**config.mk**
```make
export PLATFORM = sky130hd
export DESIGN_NAME = piso_serializer
export DESIGN_NICKNAME = d
export VERILOG_FILES = /design/src/rtl/piso_pkg.sv /design/src/rtl/bit_tick_gen.sv /design/src/rtl/piso_serializer.sv
export SDC_FILE = /design/constraint.sdc
export NUM_CORES = 1
export LEC_CHECK = 0
export CAP_MARGIN = 25
export CORE_MARGIN = 5
export CORE_UTILIZATION = 35
export DETAILED_ROUTE_END_ITERATION = 10
export GPL_TIMING_DRIVEN = 0
export PLACE_DENSITY_LB_ADDON = 0.12
export SYNTH_ARGS = -nofsm -noshare
export SYNTH_HDL_FRONTEND = slang
export SYNTH_SLANG_ARGS = --single-unit
```
**constraint.sdc**
```tcl
create_clock -name clk -period 3.2 [get_ports clk]
set_input_delay 0.64 -clock clk [delete_from_list [all_inputs] [get_ports clk]]
set_output_delay 0.64 -clock clk [all_outputs]
set_load 0.05 [all_outputs]
```
**src/rtl/piso_pkg.sv**
```systemverilog
// Shared types for the parallel-in/serial-out transmitter.
package piso_pkg;

    typedef enum logic [1:0] {
        IDLE  = 2'd0,
        SHIFT = 2'd1,
        GAP   = 2'd2
    } piso_state_t;

endpackage

```
**src/rtl/bit_tick_gen.sv**
```systemverilog
// Free-running divider with synchronous clear; ticks on the cycle its count reaches 'last'.
module bit_tick_gen #(
    parameter int CNT_W = 1
) (
    input  logic             clk,
    input  logic             rst_n,
    input  logic             clear,
    input  logic [CNT_W-1:0] last,
    output logic             tick,
    output logic             pre_tick
);

    logic [CNT_W-1:0] cnt_q, cnt_d;

    always_comb begin
        tick     = (cnt_q == last);
        // Asserted one cycle ahead of tick so the parent can register tick-aligned outputs.
        pre_tick = (last != '0) && (cnt_q == last - CNT_W'(1));
        cnt_d    = cnt_q;
        if (clear || tick) begin
            cnt_d = '0;
        end else begin
            cnt_d = cnt_q + CNT_W'(1);
        end
    end

    always_ff @(posedge clk or negedge rst_n) begin
        if (!rst_n) begin
            cnt_q <= '0;
        end else begin
            cnt_q <= cnt_d;
        end
    end

endmodule

```
**src/rtl/piso_serializer.sv**
```systemverilog
// Parallel-in/serial-out transmitter: one word per valid/ready handshake, each bit held
// CLKS_PER_BIT cycles, followed by an optional idle gap.
module piso_serializer
    import piso_pkg::*;
#(
    parameter int WIDTH        = 8,
    parameter int CLKS_PER_BIT = 1,
    parameter int GAP_BITS     = 0,
    parameter int MSB_FIRST    = 1
) (
    input  logic             clk,
    input  logic             rst_n,
    input  logic             in_valid,
    output logic             in_ready,
    input  logic [WIDTH-1:0] in_data,
    output logic             serial_out,
    output logic             frame_valid,
    output logic             done
);

    localparam int GAP_CYC = CLKS_PER_BIT * ((GAP_BITS > 1) ? GAP_BITS : 1);
    localparam int CNT_W   = $clog2((GAP_CYC > 2) ? GAP_CYC : 2);
    localparam int BIT_W   = $clog2(WIDTH);

    localparam logic [BIT_W-1:0] LAST_BIT   = BIT_W'(WIDTH - 1);
    localparam logic [BIT_W-1:0] PENULT_BIT = BIT_W'(WIDTH - 2);
    localparam logic [CNT_W-1:0] BIT_LAST   = CNT_W'(CLKS_PER_BIT - 1);
    localparam logic [CNT_W-1:0] GAP_LAST   = CNT_W'(GAP_BITS * CLKS_PER_BIT - 1);

    if (WIDTH < 2 || CLKS_PER_BIT < 1) begin : g_param_check
        $error("piso_serializer: WIDTH must be >= 2 and CLKS_PER_BIT >= 1");
    end

    piso_state_t      state_q, state_d;
    logic [WIDTH-1:0] shreg_q, shreg_d;
    logic [BIT_W-1:0] bit_cnt_q, bit_cnt_d;
    logic             serial_q, serial_d;
    logic             frame_valid_q, frame_valid_d;
    logic             done_q, done_d;
    logic             tick, pre_tick;
    logic [CNT_W-1:0] tick_last;

    function automatic logic head(input logic [WIDTH-1:0] v);
        return (MSB_FIRST != 0) ? v[WIDTH-1] : v[0];
    endfunction

    assign in_ready  = (state_q == IDLE);
    assign tick_last = (state_q == GAP) ? GAP_LAST : BIT_LAST;

    bit_tick_gen #(
        .CNT_W (CNT_W)
    ) u_tick (
        .clk      (clk),
        .rst_n    (rst_n),
        .clear    (state_q == IDLE),
        .last     (tick_last),
        .tick     (tick),
        .pre_tick (pre_tick)
    );

    always_comb begin
        state_d   = state_q;
        shreg_d   = shreg_q;
        bit_cnt_d = bit_cnt_q;
        done_d    = 1'b0;
        unique case (state_q)
            IDLE: begin
                if (in_valid) begin
                    shreg_d   = in_data;
                    bit_cnt_d = '0;
                    state_d   = SHIFT;
                end
            end
            SHIFT: begin
                // done is registered, so predict the last cycle of the last bit one cycle early.
                if (CLKS_PER_BIT == 1) begin
                    done_d = tick && (bit_cnt_q == PENULT_BIT);
                end else begin
                    done_d = pre_tick && (bit_cnt_q == LAST_BIT);
                end
                if (tick) begin
                    shreg_d = (MSB_FIRST != 0) ? {shreg_q[WIDTH-2:0], 1'b0}
                                               : {1'b0, shreg_q[WIDTH-1:1]};
                    if (bit_cnt_q == LAST_BIT) begin
                        bit_cnt_d = '0;
                        state_d   = (GAP_BITS > 0) ? GAP : IDLE;
                    end else begin
                        bit_cnt_d = bit_cnt_q + BIT_W'(1);
                    end
                end
            end
            GAP: begin
                if (tick) begin
                    state_d = IDLE;
                end
            end
            default: state_d = IDLE;
        endcase
        frame_valid_d = (state_d == SHIFT);
        serial_d      = frame_valid_d && head(shreg_d);
    end

    always_ff @(posedge clk or negedge rst_n) begin
        if (!rst_n) begin
            state_q       <= IDLE;
            shreg_q       <= '0;
            bit_cnt_q     <= '0;
            serial_q      <= 1'b0;
            frame_valid_q <= 1'b0;
            done_q        <= 1'b0;
        end else begin
            state_q       <= state_d;
            shreg_q       <= shreg_d;
            bit_cnt_q     <= bit_cnt_d;
            serial_q      <= serial_d;
            frame_valid_q <= frame_valid_d;
            done_q        <= done_d;
        end
    end

    assign serial_out  = serial_q;
    assign frame_valid = frame_valid_q;
    assign done        = done_q;

endmodule

```
# Word-level counts from Yosys, hierarchy flattened
# Index checks and enable logic that the tools add are counted.
[classes]
n_addsub = 2
mul = 0
n_div = 0
magnitude_cmp = 0
n_eq_ne = 8
shift = 0
n_mux = 15
bitwise = 0
reduce_logical = 6
[ops]
columns = ["op", "count"]
rows = [
  ["2-to-1 mux 8 bit", 2],
  ["one-hot mux 8 bit (2 select lines)", 1],
  ["2-to-1 mux 3 bit", 3],
  ["2-to-1 mux 2 bit", 4],
  ["== test 3 bit, second input constant", 2],
  ["one-hot mux 2 bit (3 select lines)", 1],
  ["one-hot mux 3 bit (2 select lines)", 1],
  ["== test 2 x 1 -> 1 bit, second input constant", 2],
  ["!= test 2 bit, second input constant", 2],
  ["adder 3 x 1 -> 3 bit, second input constant", 1],
  ["2-to-1 mux 1 bit", 3],
  ["AND reduction 3 bit", 1],
  ["== test 2 bit, second input constant", 1],
  ["logical AND 1 bit", 2],
  ["zero test 2 bit", 1],
  ["nonzero test 2 bit", 1],
  ["adder 1 bit, second input constant", 1],
  ["== test 1 bit", 1],
  ["logical OR 1 bit", 1],
]
[word_totals]
ff_bits = 17
latch_bits = 0
ram_bits = 0
romBits = 0
inputBits = 11
output_inout_bits = 4
mem_count = 0

# Longest topological paths before layout
# Gate-level depths: netlist of run 1.
[logic_depth]
word_depth = 7
mapped_depth = 5
mapped_depth_nobuf = 5

# By module
# From an unflattened synthesis of run 1, not the netlist that was laid out.
[hier_totals]
cells_unflattened = 64
area_unflattened_um2 = 805.8
[by_module_without_submodules]
columns = ["module", "instances", "cells_each", "area_per_inst_um2", "seq_area_each_um2"]
rows = [
  ["piso_serializer", 1, 60, 754.5, 400.4],
  ["bit_tick_gen", 1, 4, 51.3, 25.0],
]

# Least setup slack after synthesis of run 1
# Ideal clock, no wire load.
[synth_timing]
path_type = "flip-flop to output port"
startpoint = "reg state_q[0]"
endpoint = "out in_ready"
t_arrival_ps = 1148
t_required_ps = 2560
path_slack_ps = 1412
path_stages_with_launch = 3
cell_sequence = "dfrtp_1 buf_6 nor2_1"
[synth_between]
elab_chain_len = 1
[synth_rtl]
columns = ["element", "line_no", "source"]
rows = [
  ["start: declaration", "piso_serializer.sv:34", "piso_state_t state_q, state_d;"],
  ["start signal: assignment", "piso_serializer.sv:112", "state_q <= state_d;"],
  ["zero test 2 bit", "piso_serializer.sv:47", "assign in_ready = (state_q == IDLE);"],
  ["end: declaration", "piso_serializer.sv:14", "output logic in_ready,"],
]
# Every way passes these cells.

# Final worst setup path of run 1
# Ends and elaborated chain as after synthesis.

==> Implementation_results.wiki, run 1 <==
{| class="wikitable"
! Metric !! Value
|-
| Outcome || finished, final reports clean
|-
| Largest area contributor in the synthesized netlist || sky130_fd_sc_hd__dfrtp_1
|-
| Maximum clock frequency || ~430 MHz
|-
| Die boundary height || ~57 um
|-
| Kind of path behind the tightest hold check || flip-flop to flip-flop
|-
| Core region area || about 2200 um2
|-
| Area contributors post-synth || sky130_fd_sc_hd__dfrtp_1 55%, sky130_fd_sc_hd__a22o_1 6.8%, sky130_fd_sc_hd__a21o_1 5.8%
|-
| Number of buffers and inverters on the critical path || 2
|-
| Number of sinks driven by the clock tree || 17
|-
| Avg Cell Area, Syn || 13.40 um2
|-
| Cells after Synth || 58
|-
| Number of synthesized register bits || 17
|-
| Area of the die || ~3300 um2
|-
| Net switching component of the power || ~0.32 mW
|-
| Layout Utilization || 0.4510
|-
| Minimum period implied by the final worst setup slack || 2347 ps
|-
| Switching portion of total power || 0.3630
|-
| Buffer levels on the longest clock path || 2
|-
| Layout Cells excl Fill || around 100
|-
| Number of iterations in the first detailed-routing pass || 2
|-
| CTS Buf Count || 3
|-
| Startpoint type of the worst setup path || flip-flop
|-
| Layout cell share with drive strength beyond 1 || 0.1711
|-
| Count of unique library cells instantiated by Yosys || 20
|-
| Hold buffers post-CTS || 0
|-
| Layout filler cell count || roughly 210
|-
| Total global routing track utilization || 0.09789
|-
| Routed via count || just over 500
|-
| Biggest fanout along the worst timing path || 10
|-
| Slowest cell on crit path || sky130_fd_sc_hd__clkdlybuf4s50_1
|-
| Part of the total power dissipated in sequential elements || 0.374
|-
| Maximum cell stage delay along the critical path || between 800 and 900 ps
|-
| Congestion Overflow GR || 0
|-
| Netlist area before placement || between 700 and 800 um2
|-
| Hold violation total from the final report || 0
|-
| Type of element capturing the critical path || output port
|-
| Post-placement cell area || approximately 950 um2
|-
| Horiz. Die Dim || roughly 57 um
|-
| Final period util || 0.7334
|-
| Clock Pin Slew Worst Setup and Hold Paths || 100 ps
|-
| Final number of setup-violating endpoints || 0
|-
| Top library cells by usage in the layout, fill and taps aside || 17 x sky130_fd_sc_hd__dfrtp_1, 14 x sky130_fd_sc_hd__clkdlybuf4s50_1, 6 x sky130_fd_sc_hd__a22o_1, 6 x sky130_fd_sc_hd__a21o_1, 4 x sky130_fd_sc_hd__nor2_1
|-
| Remaining design rule violation count || 0
|-
| Net Count, Synth || approximately 70
|-
| Starting density of the core || 0.3581
|-
| Worst path arrival time || around 1700 ps
|-
| Number of global-route vias before repair || slightly above 500
|-
| Routability congestion estimate from global placement || a little under 0.7
|-
| Total Wirelength || around 1.3 mm
|-
| Share of total power in the clock network || 0.132
|-
| Most common cell after layout, fill and taps aside || sky130_fd_sc_hd__dfrtp_1
|-
| Maximum level of the CTS H-tree || 1
|-
| Worst Clk Skew || between 6 and 7 ps
|-
| Final routed wire length divided by cell count || around 13 um
|-
| Power per cell area || between 800 and 900 nW/um2
|-
| Pin count of the biggest net entering global routing || 18
|-
| Proportion of synthesized chip area in sequential cells || 0.5475
|-
| Required @ worst endpoint || 2560 ps
|-
| Cell-by-cell listing of the critical path || buf_6, nor2_1, clkdlybuf4s50_1
|-
| Transition time of the tightest slew-check pin || between 700 and 800 ps
|-
| Initial antenna violation count || 0
|-
| TritonCTS clock tree || yes
|-
| Rel. slew slack || 0.4871
|-
| Leakage || approximately 0.5 nW
|-
| Post-route cell area || approximately 980 um2
|-
| Delay-heaviest family, CP || buffers and inverters
|-
| Layout Area Growth over Synthesis || 25.93%
|-
| Avg Vias per Cell || between 4 and 5
|-
| Wire length of the first global-routing pass || approximately 2.4 mm
|-
| Maximum resistive drop on vdd || 0.0003861 V
|-
| Fin. max-slew vios || 0
|-
| Antenna viol nets, final || 0
|-
| First DRT Iteration DRCs || 5
|-
| Number of placement rows || 17
|-
| Clock latency of the later-clocked register in the worst-skew pair || ~290 ps
|-
| Crit path kind || flip-flop to output port
|-
| Number of buffer cells added on primary ports || 14
|-
| Total area of multi-input combinational cells || 325.3 um2
|-
| Number of top-level pins || 15
|-
| Total number of yosys warnings || 0
|-
| Post-CTS Setup Bufs || 0
|-
| Maxcap violations || 0
|-
| Logic gate share of total power || 0.494
|-
| Detailed-placement wirelength estimate || slightly above 900 um
|-
| Final antenna diode count || 0
|-
| Clock root cell || sky130_fd_sc_hd__clkbuf_4
|-
| Sequential cell area in the final layout || between 400 and 500 um2
|-
| Post-CTS Resized || 0
|-
| Internal power consumption || about 0.55 mW
|-
| RSZ-0062 raised after global routing || false
|-
| Setup TNS || 0 ps
|-
| Share of the synthesized area in the top cell type || 0.5475
|-
| Instance count after placement with tap cells included || 100
|-
| Post-layout nets || 91
|}
[cells by family after synthesis]
family | synth area share
AO/OA/AOI/OAI | 0.1949
adder cells (fa/ha/maj) | 0.04831
buffers and inverters | 0.03382
AND/OR/NAND/NOR | 0.1369
multiplexers | 0.03865
flip-flops | 0.5475
[area by class of cell]
cell class	count	share of cell area
multi-input combinational	37	0.3325
clock buffer	4	0.02685
inverter	2	0.007673
tap	28	0.03581
timing repair buffer	14	0.1432
buffer	2	0.01918
sequential	17	0.4348
[state kept, by name, summed over array words and instances, names as in the netlist]
| register | count |
|---|---|
| shreg_q | 8 |
| bit_cnt_q | 3 |
| state_q | 2 |
| done | 1 |
| frame_valid | 1 |
| serial_out | 1 |
| u_tick.cnt_q | 1 |
[routing by layer]
layer,vias up,GRT usage,routed length [um]
li1,247,-,-
met1,252,0.1161,581
met2,13,0.1501,617
met3,5,0.04977,93
met4,0,0.03974,32
met5,-,0,0
[power by group through the flow]
stage,Combinational (mW),Sequential [mW],Clock [mW]
final,0.429,0.325,0.115
after global routing,0.472,0.333,0.132
after CTS,0.435,0.325,0.122
after detailed placement,0.434,0.330,0
after global placement,0.428,0.330,0
after floorplan,0.288,0.369,0
[cell usage after synthesis]
master                     number
sky130_fd_sc_hd__nor3b_1        3
sky130_fd_sc_hd__or2_1          1
sky130_fd_sc_hd__ha_1           3
sky130_fd_sc_hd__a22o_2         2
sky130_fd_sc_hd__a22o_1         6
sky130_fd_sc_hd__buf_6          1
sky130_fd_sc_hd__o21a_1         1
sky130_fd_sc_hd__or2b_1         1
sky130_fd_sc_hd__a311oi_1       2
sky130_fd_sc_hd__a21o_2         1
sky130_fd_sc_hd__nor2_1         4
sky130_fd_sc_hd__mux2_4         2
sky130_fd_sc_hd__dfrtp_1       17
sky130_fd_sc_hd__nor2_4         1
sky130_fd_sc_hd__inv_1          2
sky130_fd_sc_hd__nor3b_4        1
sky130_fd_sc_hd__a21o_1         6
sky130_fd_sc_hd__buf_4          1
sky130_fd_sc_hd__and3_1         2
sky130_fd_sc_hd__nor3b_2        1
[through the flow]
stage	total power, mW	hold slack [ps]	setup WS [ps]
finish	0.8682	484.3	853.0
global route	0.9380	516.2	787.5
CTS	0.8819	490.1	831.3
detailed placement	0.7638	466.9	934.2
global placement	0.7579	460.1	938.1
floorplan	0.6575	344.4	1412
[path summary, 6_finish.rpt]
kind                             from            to  slack [ps]  cells past startpoint
max in group asynchronous       rst_n  bit_cnt_q[2]        1930                      1
max                        state_q[0]      in_ready         850                      3
min reg2reg                shreg_q[5]    shreg_q[5]         480                      1
min in group asynchronous       rst_n  bit_cnt_q[0]         790                      1
max reg2reg                state_q[0]  bit_cnt_q[1]        1600                      4
min                        shreg_q[5]    shreg_q[5]         480                      1
Note: power is estimated with default switching activity, not from simulation.
==> inputs of run 2 (changes only) <==
==> constraint.sdc (replaced) <==
create_clock -name clk -period 2.41 [get_ports clk]
set_input_delay 0.482 -clock clk [delete_from_list [all_inputs] [get_ports clk]]
set_output_delay 0.482 -clock clk [all_outputs]
set_load 0.05 [all_outputs]
==> results of run 2 <==
The final DEF is identical to that of run 1. Status: finished, final reports clean.
Among the figures that moved: setup slack after placement 934.2 ps -> 302.2 ps; setup slack after layout 853.0 ps -> 221.0 ps; register-to-register setup slack 1600 ps -> 810 ps; total power 0.8682 mW -> 1.153 mW; worst IR drop on VDD 0.0003861 V -> 0.0005127 V
==> inputs of run 3 (changes only) <==
--- a/config.mk
+++ b/config.mk
@@ -10,6 +10,7 @@
 export CORE_UTILIZATION = 35
 export DETAILED_ROUTE_END_ITERATION = 10
 export GPL_TIMING_DRIVEN = 0
+export MAX_ROUTING_LAYER = met4
 export PLACE_DENSITY_LB_ADDON = 0.12
 export SYNTH_ARGS = -nofsm -noshare
 export SYNTH_HDL_FRONTEND = slang
==> results of run 3 <==
The final DEF is identical to that of run 1. Status: finished, final reports clean.
Among the figures that moved: final weighted congestion in routability-driven placement 0.6835 -> 0.6905; setup slack after placement 934.2 ps -> 302.2 ps; overall routing resource usage 0.09789 -> 0.1009; setup slack after layout 853.0 ps -> 221.0 ps; register-to-register setup slack 1600 ps -> 810 ps; total power 0.8682 mW -> 1.153 mW; worst IR drop on VDD 0.0003861 V -> 0.0005127 V
